==> src/rtl/add_seq_ctrl.sv <==
// Byte-serial W-bit adder built around one shared 8-bit ripple-carry adder.
// Result is valid NBYTES cycles after acceptance and held until out_ready; in_ready only in IDLE, so there is no queuing.

module fadder_8 (
    input  logic [7:0] x,
    input  logic [7:0] y,
    input  logic       ci,
    output logic [7:0] s,
    output logic [7:0] c
);
    logic carry;

    // c[i] is the carry out of bit i, so c[6] is the carry into the MSB.
    always_comb begin
        s     = '0;
        c     = '0;
        carry = ci;
        for (int i = 0; i < 8; i++) begin
            s[i]  = x[i] ^ y[i] ^ carry;
            c[i]  = (x[i] & y[i]) | (carry & (x[i] ^ y[i]));
            carry = c[i];
        end
    end
endmodule

module add_seq_ctrl #(
    parameter int NBYTES = 4
) (
    input  logic                  clk,
    input  logic                  rst,
    input  logic                  in_valid,
    output logic                  in_ready,
    input  logic [8*NBYTES-1:0]   a,
    input  logic [8*NBYTES-1:0]   b,
    input  logic                  cin,
    output logic                  out_valid,
    input  logic                  out_ready,
    output logic [8*NBYTES-1:0]   sum,
    output logic                  cout,
    output logic                  ovf,
    output logic                  busy
);
    localparam int W  = 8 * NBYTES;
    localparam int CW = (NBYTES > 1) ? $clog2(NBYTES) : 1;

    typedef enum logic [1:0] {IDLE, ADD, DONE} state_t;

    state_t          state_q, state_d;
    logic [CW-1:0]   cnt_q, cnt_d;
    logic            carry_q, carry_d;
    logic [W-1:0]    a_sh_q, a_sh_d;
    logic [W-1:0]    b_sh_q, b_sh_d;
    logic [W-1:0]    sum_sh_q, sum_sh_d;
    logic [W-1:0]    sum_q, sum_d;
    logic            cout_q, cout_d;
    logic            ovf_q, ovf_d;

    logic [7:0]      add_s;
    logic [7:0]      add_c;
    logic [W+7:0]    shift_cat;
    logic            unused_bits;

    fadder_8 u_fadder (
        .x  (a_sh_q[7:0]),
        .y  (b_sh_q[7:0]),
        .ci (carry_q),
        .s  (add_s),
        .c  (add_c)
    );

    // New byte enters at the top; after NBYTES shifts byte k sits at [8k+7:8k].
    assign shift_cat   = {add_s, sum_sh_q};
    assign unused_bits = ^{add_c[5:0], shift_cat[7:0]};

    always_comb begin
        state_d  = state_q;
        cnt_d    = cnt_q;
        carry_d  = carry_q;
        a_sh_d   = a_sh_q;
        b_sh_d   = b_sh_q;
        sum_sh_d = sum_sh_q;
        sum_d    = sum_q;
        cout_d   = cout_q;
        ovf_d    = ovf_q;
        case (state_q)
            IDLE: begin
                if (in_valid) begin
                    a_sh_d  = a;
                    b_sh_d  = b;
                    carry_d = cin;
                    cnt_d   = '0;
                    state_d = ADD;
                end
            end
            ADD: begin
                carry_d  = add_c[7];
                a_sh_d   = a_sh_q >> 8;
                b_sh_d   = b_sh_q >> 8;
                sum_sh_d = shift_cat[W+7:8];
                if (cnt_q == CW'(NBYTES - 1)) begin
                    sum_d   = shift_cat[W+7:8];
                    cout_d  = add_c[7];
                    ovf_d   = add_c[6] ^ add_c[7];
                    state_d = DONE;
                end else begin
                    cnt_d = CW'(cnt_q + 1'b1);
                end
            end
            DONE: begin
                if (out_ready) begin
                    state_d = IDLE;
                end
            end
            default: state_d = IDLE;
        endcase
    end

    always_ff @(posedge clk) begin
        if (rst) begin
            state_q  <= IDLE;
            cnt_q    <= '0;
            carry_q  <= 1'b0;
            a_sh_q   <= '0;
            b_sh_q   <= '0;
            sum_sh_q <= '0;
            sum_q    <= '0;
            cout_q   <= 1'b0;
            ovf_q    <= 1'b0;
        end else begin
            state_q  <= state_d;
            cnt_q    <= cnt_d;
            carry_q  <= carry_d;
            a_sh_q   <= a_sh_d;
            b_sh_q   <= b_sh_d;
            sum_sh_q <= sum_sh_d;
            sum_q    <= sum_d;
            cout_q   <= cout_d;
            ovf_q    <= ovf_d;
        end
    end

    assign in_ready  = (state_q == IDLE);
    assign out_valid = (state_q == DONE);
    assign busy      = (state_q == ADD) || (state_q == DONE);
    assign sum       = sum_q;
    assign cout      = cout_q;
    assign ovf       = ovf_q;
endmodule

==> config.mk <==
export PLATFORM = sky130hd
export DESIGN_NAME = add_seq_ctrl
export DESIGN_NICKNAME = d
export VERILOG_FILES = /design/src/rtl/add_seq_ctrl.sv
export SDC_FILE = /design/constraint.sdc
export NUM_CORES = 1
export LEC_CHECK = 0
export CAP_MARGIN = 20
export CORE_ASPECT_RATIO = 1.75
export CORE_MARGIN = 3
export CORE_UTILIZATION = 51
export CTS_CLUSTER_DIAMETER = 200
export CTS_CLUSTER_SIZE = 25
export DETAILED_ROUTE_END_ITERATION = 8
export PLACE_DENSITY_LB_ADDON = 0.12
export REMOVE_ABC_BUFFERS = 1
export SKIP_CTS_REPAIR_TIMING = 1
export SLEW_MARGIN = 30
export SYNTH_ARGS = -nofsm -noshare
export SYNTH_HDL_FRONTEND = slang
export SYNTH_SLANG_ARGS = --single-unit
==> constraint.sdc <==
create_clock -name clk -period 5.4 [get_ports clk]
set_input_delay 1.08 -clock clk [delete_from_list [all_inputs] [get_ports clk]]
set_output_delay 1.08 -clock clk [all_outputs]
set_load 0.01 [all_outputs]
Yosys cells after proc, flatten, opt, wreduce, memory -nomap -nowiden:

Cells that the tools add are included.

* reductions and logical operators: 7
* $add $sub $neg: 1
* mux-type cells: 13
* eq/ne operators: 7
* bitwise logic cells: 41

Operator list (count)
* 32-bit one-hot mux with 2 select lines: 2
* 32-bit 2-to-1 mux: 2
* 1-bit XOR: 17
* 1-bit AND: 16
* 2-bit 2-to-1 mux: 5
* 1-bit bitwise OR: 8
* 2-bit inequality test (second input constant): 3
* 2-bit one-hot mux with 3 select lines: 1
* 3-bit AND reduction: 2
* 2-bit equality test (second input constant): 2
* 2-bit one-hot mux with 2 select lines: 1
* 2-bit AND reduction: 2
* 2-bit by 1-bit adder with 2-bit output (second input constant): 1
* 2-bit by 1-bit equality test with 1-bit output (second input constant): 1
* 2-bit logical NOT: 1
* 2-bit by 1-bit inequality test with 1-bit output (second input constant): 1
* 1-bit one-hot mux with 2 select lines: 1
* 2-bit nonzero test: 1
* 1-bit logical OR: 1
* 1-bit 2-to-1 mux: 1

* input bits: 69
* output and inout bits: 37
* flip-flop bits (word level): 135

Logic depth before layout (Yosys ltp):

* depth in word-level cells: 18
* mapped depth: 14

Hierarchy:

A second synthesis with hierarchy kept.

* cell total of the unflattened synthesis: 560
* area total of the unflattened synthesis: 5544.1 um^2

By module, submodules not included
* add_seq_ctrl: seq. area each 2542.4 um^2, cells each 551, instances 1, area each 5376.4 um^2
* fadder_8: seq. area each 0.0 um^2, cells each 9, instances 1, area each 167.7 um^2

Worst setup path after synthesis:

No wires, ideal clock.

* kind: reg2reg
* from: register carry_q
* to: register sum_sh_q[31]
* arrival time: 3.567 ns
* setup slack: 1.747 ns
* stages on the path, launching flop included: 13
* path through: dfxtp_1 fa_1 inv_1 fa_1 inv_1 fa_1 fa_1 fa_1 fa_1 fa_1 inv_1 fa_1 a211oi_1

* word-level cells in the longest chain between the ends: 15

Ends and longest elaborated chain
* from (decl): RTL line 50 `logic carry_q, carry_d;`
* from (signal assigned): RTL line 132 `carry_q <= carry_d;`
* 1-bit AND: RTL line 20 `c[i] = (x[i] & y[i]) | (carry & (x[i] ^ y[i]));`
* 1-bit bitwise OR: RTL line 20
* 1-bit AND: RTL line 20
* 1-bit bitwise OR: RTL line 20
* 1-bit AND: RTL line 20
* 1-bit bitwise OR: RTL line 20
* 1-bit AND: RTL line 20
* 1-bit bitwise OR: RTL line 20
* 1-bit AND: RTL line 20
* 1-bit bitwise OR: RTL line 20
* 1-bit AND: RTL line 20
* 1-bit bitwise OR: RTL line 20
* 1-bit AND: RTL line 20
* 1-bit bitwise OR: RTL line 20
* 1-bit XOR: RTL line 19 `s[i] = x[i] ^ y[i] ^ carry;`
* to (signal assigned): RTL line 135 `sum_sh_q <= sum_sh_d;`
* to (decl): RTL line 53 `logic [W-1:0] sum_sh_q, sum_sh_d;`

Every way passes these cells.
A chain may end at the register's enable or synchronous reset.

Worst setup path in the final report:

Same ends and word-level chain as after synthesis.

==> metrics.md <==
| Metric | Value |
|---|---|
| CTS Sinks | 127 |
| Met2 WL post-DR | 5.93 mm |
| ANT nets after route | 0 |
| CP Data Arrival Time | 4.17 ns |
| Final worst path period need | 3.85 ns |
| Post-synthesis mux area share | 0.134 |
| Power Dens Cells | 378 nW/um2 |
| Largest net degree at the start of global routing | 64 |
| Crit end category | flip-flop |
| Crit Path Max Fanout | 2 |
| Post-synth top flop | dfxtp_1 |
| WL met3 | 449 um |
| Register bit total from synthesis | 127 |
| N_diodes | 0 |
| Leak | 0.00255 uW |
| Min Hold Slack | 0.446 ns |
| Cell count after synthesis | 564 |
| XOR/XNOR share of the synthesized area | 0.00158 |
| Vias post-DR | 4107 |
| Synth Cell Area | 5530 um2 |
| R2R Setup Slk | 1.55 ns |
| Max Cap Viol | 0 |
| H-tree level count | 4 |
| Crit-path cells | fa_1 -> inv_1 -> fa_1 -> inv_1 -> fa_1 -> fa_1 -> fa_1 -> fa_1 -> fa_1 -> inv_1 -> fa_1 -> a211oi_1 |
| Outcome | complete, no violations |
| CP Launch Type | flip-flop |
| Die width | 84.7 um |
| Skew final | 0.00561 ns |
| R2R Path End | sum_sh_q[31]$_SDFFE_PP0P_ |
| Endpoint, Worst Hold | a_sh_q[30]$_SDFFE_PP0P_ |
| TritonRoute pass-1 iters | 4 |
| Most Frequent Cell on Critical Path | fa_1 |
| Type of the worst setup path | flip-flop to flip-flop |
| Syn. warnings | 0 |
| Register area share after synthesis | 0.460 |
| Iter 0 DRT Violations | 145 |
| DRT Wirelength | 11.2 mm |
| Crit path max-delay cell type | fa_1 |
| CTS max path bufs | 2 |
| CTS buffer count | 17 |
| Final count of pins violating max slew | 0 |
| Post-synth top area share | 0.460 |
| Final Cell Area | 7170 um2 |
| Nets | 729 |
| Clk_lat worst skew | 0.41 ns |
| Post-synth EDFFs | 0 |
| CP Data Required Time | 5.72 ns |
| WL/cell | 14.3 um |
| Syn Area/Cell | 9.81 um2 |
| Synth Area in Simple Gates | 0.143 |
| Setup TNS Final | 0 ns |
| Main combinational cell family by area after synthesis | compound AO/OA/AOI/OAI gates |
| Initial antenna violation count | 0 |
| Max rail drop VDD | 0.281 mV |
| Row count | 49 |
| Hold path cells | 2 |
| Starting density of the core | 0.531 |
| Clock transition at path regs | 0.05 ns |
| Final setup vio count | 0 |
| CTS tree | built |
| Metal-1 WL | 4.66 mm |
| First-pass GRT wire length | 18.7 mm |
| Post-Place Cells | 756 |
| Worst Max-Slew Pin Slew | 0.943 ns |
| IO buf count | 105 |
| CORE AREA | 10400 um2 |
| Die Height | 144 um |
| Highest clock rate | 0.260 GHz |
| Adder-Cell Fraction of Synth Area | 0.0380 |
| Gpl congestion | 0.713 |
| Worst r2r src | carry_q$_SDFFE_PP0P_ |
| DR top layer | met4 |
| Worst min-delay path startpoint | a_sh_q[30]$_SDFFE_PP0P_ |
| Vias in the first global route | 4069 |
| Finished Layout Cells | 786 |
| GRT Overall Usage | 0.191 |
| Worst r2r path cells | 12 |
| Layout cells sized above 1 | 0.132 |
| Yosys cell types | 32 |
| Final Hold Fails | 0 |
| Compound-cell area share of the yosys netlist | 0.170 |
| Syn-to-layout area delta | 29.6% |
| DPL Wire Length | 7.43 mm |
| Die area | 12200 um2 |
| Io pins | 106 |
| Synth area leader | dfxtp_1 |
| Slew HR | 0.371 |
| Setup repair after global routing missed its margin | false |
| Tcrit/Tclk final | 0.713 |
| Hold Path Class | flip-flop to flip-flop |
| Vias per cell | 5.23 |
| CTS root buf | clkbuf_16 |
| Ys async rst share | 0 |
| Top cells by area, synth | dfxtp_1 (46%), mux2i_1 (13%), a211oi_2 (11%) |
| Cell Area, Placed | 6560 um2 |
| Max incr delay on CP | 0.42 ns |
| Total gr overflow | 0 |
| # DRC | 0 |
-- layout by cell type, fill, tap and decap left out, types with 5 or more instances in the layout --
master	synthesis	final
inv_1	11	11
nand2_1	80	79
dfxtp_1	127	127
a211oi_2	49	49
nor2_1	76	76
mux2i_1	71	71
a211oi_1	5	5
a21oi_1	49	49
fa_1	8	8
buf_4	3	6
clkbuf_16	0	17
nand3b_1	18	18
clkdlybuf4s50_1	0	104
-- per-layer routing --
| layer | GRT usage | vias to the layer above |
|---|---|---|
| li1 | - | 2095 |
| met1 | 0.222 | 1906 |
| met2 | 0.337 | 89 |
| met3 | 0.0470 | 17 |
| met4 | 0.0742 | 0 |
| met5 | 0 | - |
-- area by class of cell --
type	instances	area (um2)
fillers	876	3260
well taps	127	159
clock buffers	23	468
clock inverters	7	135
repair buffers	111	1110
inverters	11	41.3
multi-input cells	380	2710
flip-flops and latches	127	2540
-- worst max-delay path by stage --
| stage | from | end | slack, ns | depth (start not counted) |
|---|---|---|---|---|
| 2_1_floorplan | state_q[1]$_SDFFE_PP0P_ | sum[0]$_SDFFE_PP0P_ | 0.23 | 5 |
| 3_3_place_gp | carry_q$_SDFFE_PP0P_ | sum_sh_q[31]$_SDFFE_PP0P_ | 1.60 | 12 |
| 3_5_place_dp | carry_q$_SDFFE_PP0P_ | sum_sh_q[31]$_SDFFE_PP0P_ | 1.54 | 12 |
| 4_1_cts | carry_q$_SDFFE_PP0P_ | sum_sh_q[31]$_SDFFE_PP0P_ | 1.53 | 12 |
| 5_1_grt | carry_q$_SDFFE_PP0P_ | sum[31]$_SDFFE_PP0P_ | 1.35 | 12 |
| 6_report | carry_q$_SDFFE_PP0P_ | sum_sh_q[31]$_SDFFE_PP0P_ | 1.55 | 12 |
-- registers in the layout, indices dropped and copies added (netlist names) --
name	cells
cout	1
a_sh_q	32
cnt_q	2
sum	32
sum_sh_q	24
ovf	1
carry_q	1
state_q	2
b_sh_q	32
-- kinds of logic (layout without fill, tap and decap cells) --
family	Yosys count	count (layout)
mux	73	73
compound gates	109	109
buf+inv	57	152
flops	127	127
simple gates	185	185
fa+ha+maj	12	12
xor+xnor	1	1
-- stage by stage --
stage                     power [uW]   util  setup WS (ns)
after global placement          1540  0.627           1.60
after floorplan                 1430      -          0.235
after detailed placement        1560  0.630           1.54
after global routing            2820  0.688           1.35
after CTS                       2740  0.688           1.53
final                           2710  0.688           1.55
-- worst max-delay path: cells and delay by family, from the launching register on --
family                   cells  cell delay (ns)
AO/OA/AOI/OAI                1             0.23
adder cells (fa/ha/maj)      8             2.98
buffers and inverters        3             0.22
flip-flops                   1             0.32
-- cells in the mapped netlist (2+ instances only) --
| cell type | number |
|---|---|
| dfxtp_1 | 127 |
| nand2_1 | 80 |
| nor2_1 | 76 |
| mux2i_1 | 71 |
| a211oi_2 | 49 |
| a21oi_1 | 49 |
| clkbuf_1 | 19 |
| nand3b_1 | 18 |
| buf_2 | 16 |
| inv_1 | 11 |
| fa_1 | 8 |
| buf_6 | 7 |
| a211oi_1 | 5 |
| ha_1 | 4 |
| buf_4 | 3 |
| nor2b_1 | 3 |
| nor3_1 | 2 |
| o31ai_1 | 2 |
-- power by group --
group | leakage [uW] | switching, uW | total, uW | internal (uW)
combinational | 0.00122 | 251 | 475 | 224
clock | 0.000297 | 377 | 1170 | 789
sequential | 0.00104 | 47.8 | 1070 | 1020
total | 0.00255 | 676 | 2710 | 2030
No activity file was read; power rests on OpenSTA's default activity.
